### src/rtl/mult_div_if.sv
// Handshake and result bundle between the EXE stage and the multiply/divide unit.
interface mult_div_if;
  logic        start;
  logic [1:0]  op;
  logic [31:0] src_a;
  logic [31:0] src_b;
  logic        flush;
  logic        busy;
  logic        finish;
  logic [31:0] hi;
  logic [31:0] lo;

  modport master (
    output start, op, src_a, src_b, flush,
    input  busy, finish, hi, lo
  );

  modport slave (
    input  start, op, src_a, src_b, flush,
    output busy, finish, hi, lo
  );
endinterface

### src/rtl/mult_div_unit.sv
// Multi-cycle MULT/MULTU/DIV/DIVU unit producing {hi, lo} with a one-cycle finish pulse.
// state | meaning
// IDLE  | waiting for start
// MUL   | single product cycle
// DIV   | restoring-divide iterations, one quotient bit per cycle
// DONE  | result on hi/lo, finish pulse; may accept a new start
module mult_div_unit #(
  parameter int DIV_CYCLES = 32
) (
  input  logic      clk,
  input  logic      rst,
  mult_div_if.slave bus
);

  typedef enum logic [1:0] {IDLE, MUL, DIV, DONE} state_t;

  localparam logic [4:0] LAST_ITER = 5'(DIV_CYCLES - 1);

  state_t      state_q, state_d;
  logic [1:0]  op_q;
  logic [31:0] a_q, b_q;
  logic [31:0] quo_q, rem_q, dvs_q;
  logic [4:0]  cnt_q;
  logic [31:0] hi_q, lo_q;
  logic        finish_q;

  logic        accept;
  logic        in_signed_div;
  logic [31:0] a_abs, b_abs;
  logic [32:0] rem_sh;
  logic [33:0] diff;
  logic        take;
  logic [31:0] rem_n, quo_n;
  logic        div_signed;
  logic [31:0] div_hi, div_lo;
  logic [32:0] mul_a, mul_b;
  logic signed [65:0] prod;
  logic        unused_bits;

  assign accept = bus.start && !bus.flush && (state_q == IDLE || state_q == DONE);

  assign bus.busy   = (state_q == MUL) || (state_q == DIV);
  assign bus.finish = finish_q;
  assign bus.hi     = hi_q;
  assign bus.lo     = lo_q;

  always_ff @(posedge clk or negedge rst) begin
    if (!rst) state_q <= IDLE;
    else      state_q <= state_d;
  end

  always_comb begin
    state_d = state_q;
    if (bus.flush) begin
      state_d = IDLE;
    end else begin
      case (state_q)
        IDLE, DONE: state_d = accept ? (bus.op[1] ? DIV : MUL) : IDLE;
        MUL:        state_d = DONE;
        DIV:        if (cnt_q == LAST_ITER) state_d = DONE;
        default:    state_d = IDLE;
      endcase
    end
  end

  // Divider works on magnitudes; the signs come back in the fixup on the last iteration.
  always_comb begin
    in_signed_div = (bus.op == 2'b10);
    a_abs = (in_signed_div && bus.src_a[31]) ? -bus.src_a : bus.src_a;
    b_abs = (in_signed_div && bus.src_b[31]) ? -bus.src_b : bus.src_b;
  end

  always_comb begin
    rem_sh = {rem_q, quo_q[31]};
    diff   = {1'b0, rem_sh} - {2'b00, dvs_q};
    take   = !diff[33];
    rem_n  = take ? diff[31:0] : rem_sh[31:0];
    quo_n  = {quo_q[30:0], take};
  end

  always_comb begin
    div_signed = (op_q == 2'b10);
    if (b_q == 32'd0) begin
      div_hi = a_q;
      div_lo = 32'hFFFF_FFFF;
    end else begin
      div_lo = (div_signed && (a_q[31] ^ b_q[31])) ? -quo_n : quo_n;
      div_hi = (div_signed && a_q[31]) ? -rem_n : rem_n;
    end
  end

  always_comb begin
    mul_a = {(op_q[0] ? 1'b0 : a_q[31]), a_q};
    mul_b = {(op_q[0] ? 1'b0 : b_q[31]), b_q};
    prod  = $signed(mul_a) * $signed(mul_b);
  end

  assign unused_bits = ^{diff[32], prod[65:64]};

  always_ff @(posedge clk or negedge rst) begin
    if (!rst) begin
      op_q     <= 2'b00;
      a_q      <= '0;
      b_q      <= '0;
      quo_q    <= '0;
      rem_q    <= '0;
      dvs_q    <= '0;
      cnt_q    <= '0;
      hi_q     <= '0;
      lo_q     <= '0;
      finish_q <= 1'b0;
    end else begin
      finish_q <= 1'b0;
      if (accept) begin
        op_q  <= bus.op;
        a_q   <= bus.src_a;
        b_q   <= bus.src_b;
        quo_q <= a_abs;
        rem_q <= '0;
        dvs_q <= b_abs;
        cnt_q <= '0;
      end else if (!bus.flush) begin
        case (state_q)
          MUL: begin
            hi_q     <= prod[63:32];
            lo_q     <= prod[31:0];
            finish_q <= 1'b1;
          end
          DIV: begin
            rem_q <= rem_n;
            quo_q <= quo_n;
            cnt_q <= cnt_q + 5'd1;
            if (cnt_q == LAST_ITER) begin
              hi_q     <= div_hi;
              lo_q     <= div_lo;
              finish_q <= 1'b1;
            end
          end
          default: ;
        endcase
      end
    end
  end

endmodule
### src/flat_wrapper.sv
// flat-port wrapper written by rule: the top's interface ports become plain ports
module mult_div_unit_flat 
#(
  parameter int DIV_CYCLES = 32
)
  (clk, rst, bus_start, bus_op, bus_src_a, bus_src_b, bus_flush, bus_busy, bus_finish, bus_hi, bus_lo);
  mult_div_if bus_i ();
  input  logic clk;
  input  logic rst;
  input wire logic [$bits(bus_i.start)-1:0] bus_start;
  input wire logic [$bits(bus_i.op)-1:0] bus_op;
  input wire logic [$bits(bus_i.src_a)-1:0] bus_src_a;
  input wire logic [$bits(bus_i.src_b)-1:0] bus_src_b;
  input wire logic [$bits(bus_i.flush)-1:0] bus_flush;
  output wire logic [$bits(bus_i.busy)-1:0] bus_busy;
  output wire logic [$bits(bus_i.finish)-1:0] bus_finish;
  output wire logic [$bits(bus_i.hi)-1:0] bus_hi;
  output wire logic [$bits(bus_i.lo)-1:0] bus_lo;
  assign bus_i.start = bus_start;
  assign bus_i.op = bus_op;
  assign bus_i.src_a = bus_src_a;
  assign bus_i.src_b = bus_src_b;
  assign bus_i.flush = bus_flush;
  assign bus_busy = bus_i.busy;
  assign bus_finish = bus_i.finish;
  assign bus_hi = bus_i.hi;
  assign bus_lo = bus_i.lo;
  mult_div_unit #(.DIV_CYCLES(DIV_CYCLES)) u_core (.clk(clk), .rst(rst), .bus(bus_i));
endmodule
### config.mk
export PLATFORM = sky130hd
export DESIGN_NAME = mult_div_unit_flat
export DESIGN_NICKNAME = d
export VERILOG_FILES = /design/src/rtl/mult_div_if.sv /design/src/rtl/mult_div_unit.sv /design/src/flat_wrapper.sv
export SDC_FILE = /design/constraint.sdc
export NUM_CORES = 2
export LEC_CHECK = 0
export ABC_AREA = 1
export CORE_MARGIN = 10
export CORE_UTILIZATION = 50
export CTS_BUF_LIST = sky130_fd_sc_hd__clkbuf_16
export CTS_CLUSTER_DIAMETER = 40
export CTS_CLUSTER_SIZE = 25
export DETAILED_ROUTE_END_ITERATION = 10
export GPL_TIMING_DRIVEN = 0
export PLACE_DENSITY = 0.78
export SYNTH_ARGS = -nofsm -noshare
export SYNTH_HDL_FRONTEND = slang
export SYNTH_SLANG_ARGS = --single-unit
### constraint.sdc
create_clock -name clk -period 9.1 [get_ports clk]
set_clock_uncertainty 0.15 [all_clocks]
set_input_delay 1.365 -clock clk [delete_from_list [all_inputs] [get_ports clk]]
set_output_delay 1.365 -clock clk [all_outputs]
set_load 0.01 [all_outputs]
# Word-level counts from Yosys, hierarchy flattened
# Index checks and enable logic that the tools add are counted.
# classes
n_eq_ne,9
mux,31
reduce_logical,17
multipliers,1
n_addsub,6
bitwise,3
# ops
cell,n
32-bit two-way mux,15
32-bit negation,4
32-bit case mux with 2 select lines,2
33-bit by 33-bit multiplier with 64-bit output,1
33-bit by 32-bit subtractor with 34-bit output,1
32-bit logical NOT,1
5-bit two-way mux,3
2-bit equality test (second input constant),4
2-bit two-way mux,4
1-bit logical AND,6
2-bit case mux with 3 select lines,1
5-bit by 1-bit adder with 5-bit output (second input constant),1
5-bit equality test (second input constant),1
1-bit two-way mux,5
4-bit AND reduction,1
2-bit nonzero test,2
3-bit != test (second input constant),1
2-bit by 1-bit equality test with 1-bit output (second input constant),1
1-bit logical NOT,2
2-bit logical NOT,1
1-bit logical OR,2
2-bit by 1-bit != test with 1-bit output (second input constant),1
2-bit != test (second input constant),1
1-bit NOT,2
other kinds (4),4
# word_totals
elab_cells,78
ff_bits,234
inputBits,70
output_inout_bits,66

# Longest topological paths before layout
# depth
ltp_word,7
depth_mapped,38

# Worst setup path after synthesis
# No wires, ideal clock.
# synth_path
path_type,register to register
from,register u_core.a_q[31]
to,register u_core.hi_q[27] (netlist: u_core.bus.hi[27])
t_arrival_ps,7585
path_stages_with_launch,30
path_buffers,2
path_slack_ps,1247
setup_time_ps,118
required_time_ps,8832
cell_sequence,dfrtp_1 > clkbuf_1 > clkbuf_1 > nand2_1 > nor2_1 > fa_1 > inv_1 > fa_1 > inv_1 > fa_1 > fa_1 > inv_1 > fa_1 > inv_1 > fa_1 > inv_1 > fa_1 > fa_1 > inv_1 > ha_1 > a21oi_1 > o21ai_0 > o21bai_1 > a221oi_1 > nand3_1 > or2_2 > nand3_1 > nand2_1 > a21oi_1 > nor2_1
# synth_via
elab_chain_len,5
# synth_rtl
item,line,rtl
from (decl),mult_div_unit.sv:21,"logic [31:0] a_q, b_q;"
from (signal assigned),mult_div_unit.sv:116,a_q <= bus.src_a;
branches (longest 4 deep; another with 33-bit by 33-bit multiplier with 64-bit output),n/a,
32-bit case mux with 2 select lines *,mult_div_unit.sv:123,case (state_q)
to (signal assigned),mult_div_unit.sv:125,hi_q <= prod[63:32];
to (signal assigned),mult_div_unit.sv:134,hi_q <= div_hi;
to (decl),mult_div_unit.sv:24,"logic [31:0] hi_q, lo_q;"
# Every way passes the cells marked *. The select of a mux whose other input is x is not followed.
# A chain may end at the register's enable or synchronous reset.

# Worst setup path in the final report
# layout_path
from,register u_core.b_q[26]
to,register u_core.hi_q[21] (netlist: u_core.bus.hi[21])
# layout_via
elab_chain_len,4
# layout_rtl
item,line,rtl
from (decl),mult_div_unit.sv:21,
from (signal assigned),mult_div_unit.sv:117,b_q <= bus.src_b;
branches (longest 3 deep; another with 33-bit by 33-bit multiplier with 64-bit output),n/a,
32-bit case mux with 2 select lines *,mult_div_unit.sv:123,
# Marked as above.

==> key figures <==
Synthesis
  • Syn Nets: between 8k and 9k
  • Netlist cell types: between 50 and 60
  • Top-count cell post-synth: inv_1
  • Dominant cell type by area after synthesis: fa_1
  • Top-area cell type share of the netlist area: 40.9%
  • Cells after synthesis: just over 7k
  • Synth area leaders: fa_1, inv_1, nand2_1
  • Post-synthesis sequential area ratio: a little over a tenth
  • Ys Warns: 0
  • Number of flops mapped to enable cells by yosys: 0
  • Syn avg cell area: around 7.7 µm²
  • Yosys reg bits: ~230
  • Top post-synthesis cells by count: inv_1, nand2_1, fa_1
  • Async SR Flop Fraction: 100%
  • Main flop type after synthesis: dfrtp_1
  • Post-synthesis cell area: ~55000 µm²

STA
  • Max Fclk: roughly 110 MHz
  • Tcrit/Tclk final: between 90% and 100%
  • # setup viols final: 0
  • Worst hold margin: roughly 0.33 ns
  • Post-route minimum period: between 9 and 10 ns
  • Slew Viols, Final: 0
  • Worst slew pin tran: about 1.2 ns
  • Slew headroom: between 15 and 20%
  • RSZ-0062 raised after global routing: yes
  • Final Hold Viols: 0

Critical path
  • Reg2reg path depth: 30
  • RR Startpoint: u_core.b_q[26]
  • Critical path's most frequent cell: fa_1
  • Max incr delay on CP: roughly 0.69 ns
  • CP Capture Type: register
  • FF-to-FF End: u_core.bus.hi[21]
  • Worst R2R Setup Slack: around 0.027 ns
  • WP data required: approximately 9.4 ns
  • Critical path fanouts, max: 10
  • CP Class: register to register
  • Critical path's slowest cell: clkbuf_1
  • CP arrival: 9.38 ns
  • Crit path launch type: register

Hold path
  • Hold path depth: 2
  • HP Class: register to register
  • Min-Delay Endpoint: u_core.bus.hi[7]
  • Worst min-delay path startpoint: u_core.bus.hi[7]

CTS
  • H-tree levels: 2
  • Hold Buf Count CTS: 0
  • Total CTS buffers: 43
  • CTS clk-pin slew, worst paths: about 0.050 ns
  • Root buf cell: clkbuf_16
  • Sink Count: ~230
  • Clock Path Buffers: 3
  • CTS tree: built
  • Skew-Pair Late Insertion Delay: about 0.59 ns

Placement
  • Routability cong.: 1.07
  • Placed insts: approximately 8.8k
  • DPL Wire Length: 189 mm
  • Input/output buffers: around 140

Global routing
  • Total grt overflow: 0
  • Vias in the first global route: 51.8k
  • Initial antenna violation count: 13
  • Largest net degree at the start of global routing: between 100 and 150
  • Global-route wire length before repair: 328 mm
  • Tot GR Track Use: a little over a third

Floorplan
  • Core footprint: between 100000 and 150000 µm²
  • Initial Utilization: 50.5%
  • Die height: roughly 350 µm
  • Die Wd: roughly 350 µm
  • Site Rows: about 120
  • Number of top-level pins: approximately 140
  • Die area: between 100000 and 150000 µm²

Detailed routing
  • DR vias: between 50k and 60k
  • Starting DRT DRC Count: about 5.7k
  • Antenna Nets Post-Route: 0
  • Number of remaining DRC errors: 0
  • Drt total wl: 221 mm
  • Drt first pass iters: 8
  • Vias per cell: ~5.7
  • Wire per inst: ~25 µm

Run
  • Max Cap Violations: 0

Outcome
  • Status: finished clean

Cells and area
  • Fin cells: a little under 9k
  • Area Growth Syn to Fin: 8.71%
  • Layout net count: roughly 9k
  • Layout cell share with drive strength beyond 1: 4.33%
==> registers in the layout, indices dropped and copies added (netlist names) <==
name / flops
u_core.cnt_q: 5
u_core.quo_q: 32
u_core.rem_q: 32
u_core.b_q: 32
u_core.a_q: 32
u_core.bus.finish: 1
u_core.bus.lo: 32
u_core.dvs_q: 31
u_core.bus.hi: 32
u_core.op_q: 2
u_core.state_q: 2
==> cells in the final DEF, fill, tap and decap left out, drive strengths merged, types with 11 or more instances in the layout <==
| cell type | instances |
|---|---|
| inv | 1911 |
| nand4 | 52 |
| a21o | 15 |
| xnor2 | 28 |
| nor3 | 49 |
| o22ai | 30 |
| o211ai | 32 |
| buf | 38 |
| a31oi | 44 |
| clkbuf | 335 |
| ha | 253 |
| o21a | 11 |
| o21ai | 291 |
| xor2 | 28 |
| nand3 | 177 |
| nor2 | 405 |
| nor4 | 22 |
| clkinv | 21 |
| a21oi | 228 |
| nand2 | 1817 |
| dfrtp | 233 |
| o221ai | 27 |
| fa | 1126 |
| clkdlybuf4s50 | 134 |
==> worst max-delay path: cells and delay by family (launching register included) <==
kind	cells	cell delay [ns]
buffers and inverters	6	1.53
AND/OR/NAND/NOR	11	1.56
flip-flops	1	0.32
adder cells (fa/ha/maj)	9	4.63
AO/OA/AOI/OAI	4	0.72
==> kinds of logic (layout without fill, tap and decap cells) <==
logic type | after synthesis | after routing | share of synthesized area, %
simple gates | 2543 | 2543 | 18.7
compound gates | 728 | 728 | 7.63
other cells | 0 | 8 | 0
xor+xnor | 56 | 56 | 0.890
buf+inv | 2267 | 2450 | 15.6
fa+ha+maj | 1379 | 1379 | 46.6
flops | 233 | 233 | 10.6
==> repair_timing <==
action	CTS	global route
setup endpoints to repair	26	29
setup buffers	5	3
pin swaps	1	1
resized for setup	48	173
==> through the flow <==
step	util [%]	setup slack (ns)	cell area, µm²	TNS (ns)
2_1_floorplan	-	1.25	55100	0
3_3_place_gp	53.4	-3.55	58300	-825.82
3_5_place_dp	53.5	-1.14	58400	-11.73
4_1_cts	54.8	0.000288	59800	0
5_1_grt	54.9	-0.0674	59900	-0.0908
6_report	54.9	0.0271	59900	0
==> how the worst max path moves through the flow <==
stage,startpoint,cells after the start,endpoint
after floorplan,u_core.a_q[31],29,u_core.bus.hi[27]
after global placement,rst,1,u_core.bus.lo[11]
after detailed placement,u_core.a_q[31],29,u_core.bus.hi[27]
after CTS,u_core.b_q[20],29,u_core.bus.hi[24]
after global routing,u_core.b_q[25],29,u_core.bus.hi[24]
final,u_core.b_q[26],30,u_core.bus.hi[21]
==> layer usage <==
layer	GRT usage [%]	up-vias	wire length [µm]
met5	0	-	27
met2	53.4	3381	96100
li1	-	21400	-
met4	24.9	4	19100
met1	43.2	24800	78100
met3	9.61	787	27300
==> final cells by class <==
cell class | count | area [µm²]
Antenna cell | 8 | 20.0
Buffer | 319 | 1410
Clock buffer | 43 | 1080
Clock inverter | 34 | 290
Fill cell | 10300 | 49200
Inverter | 1909 | 7180
Multi-Input combinational cell | 4706 | 40800
Sequential cell | 233 | 5850
Tap cell | 1476 | 1850
Timing Repair Buffer | 145 | 1480
Power is left out: the tool's default activity adds up to more than one toggle a clock period on the data nets, which glitch-free logic cannot reach.
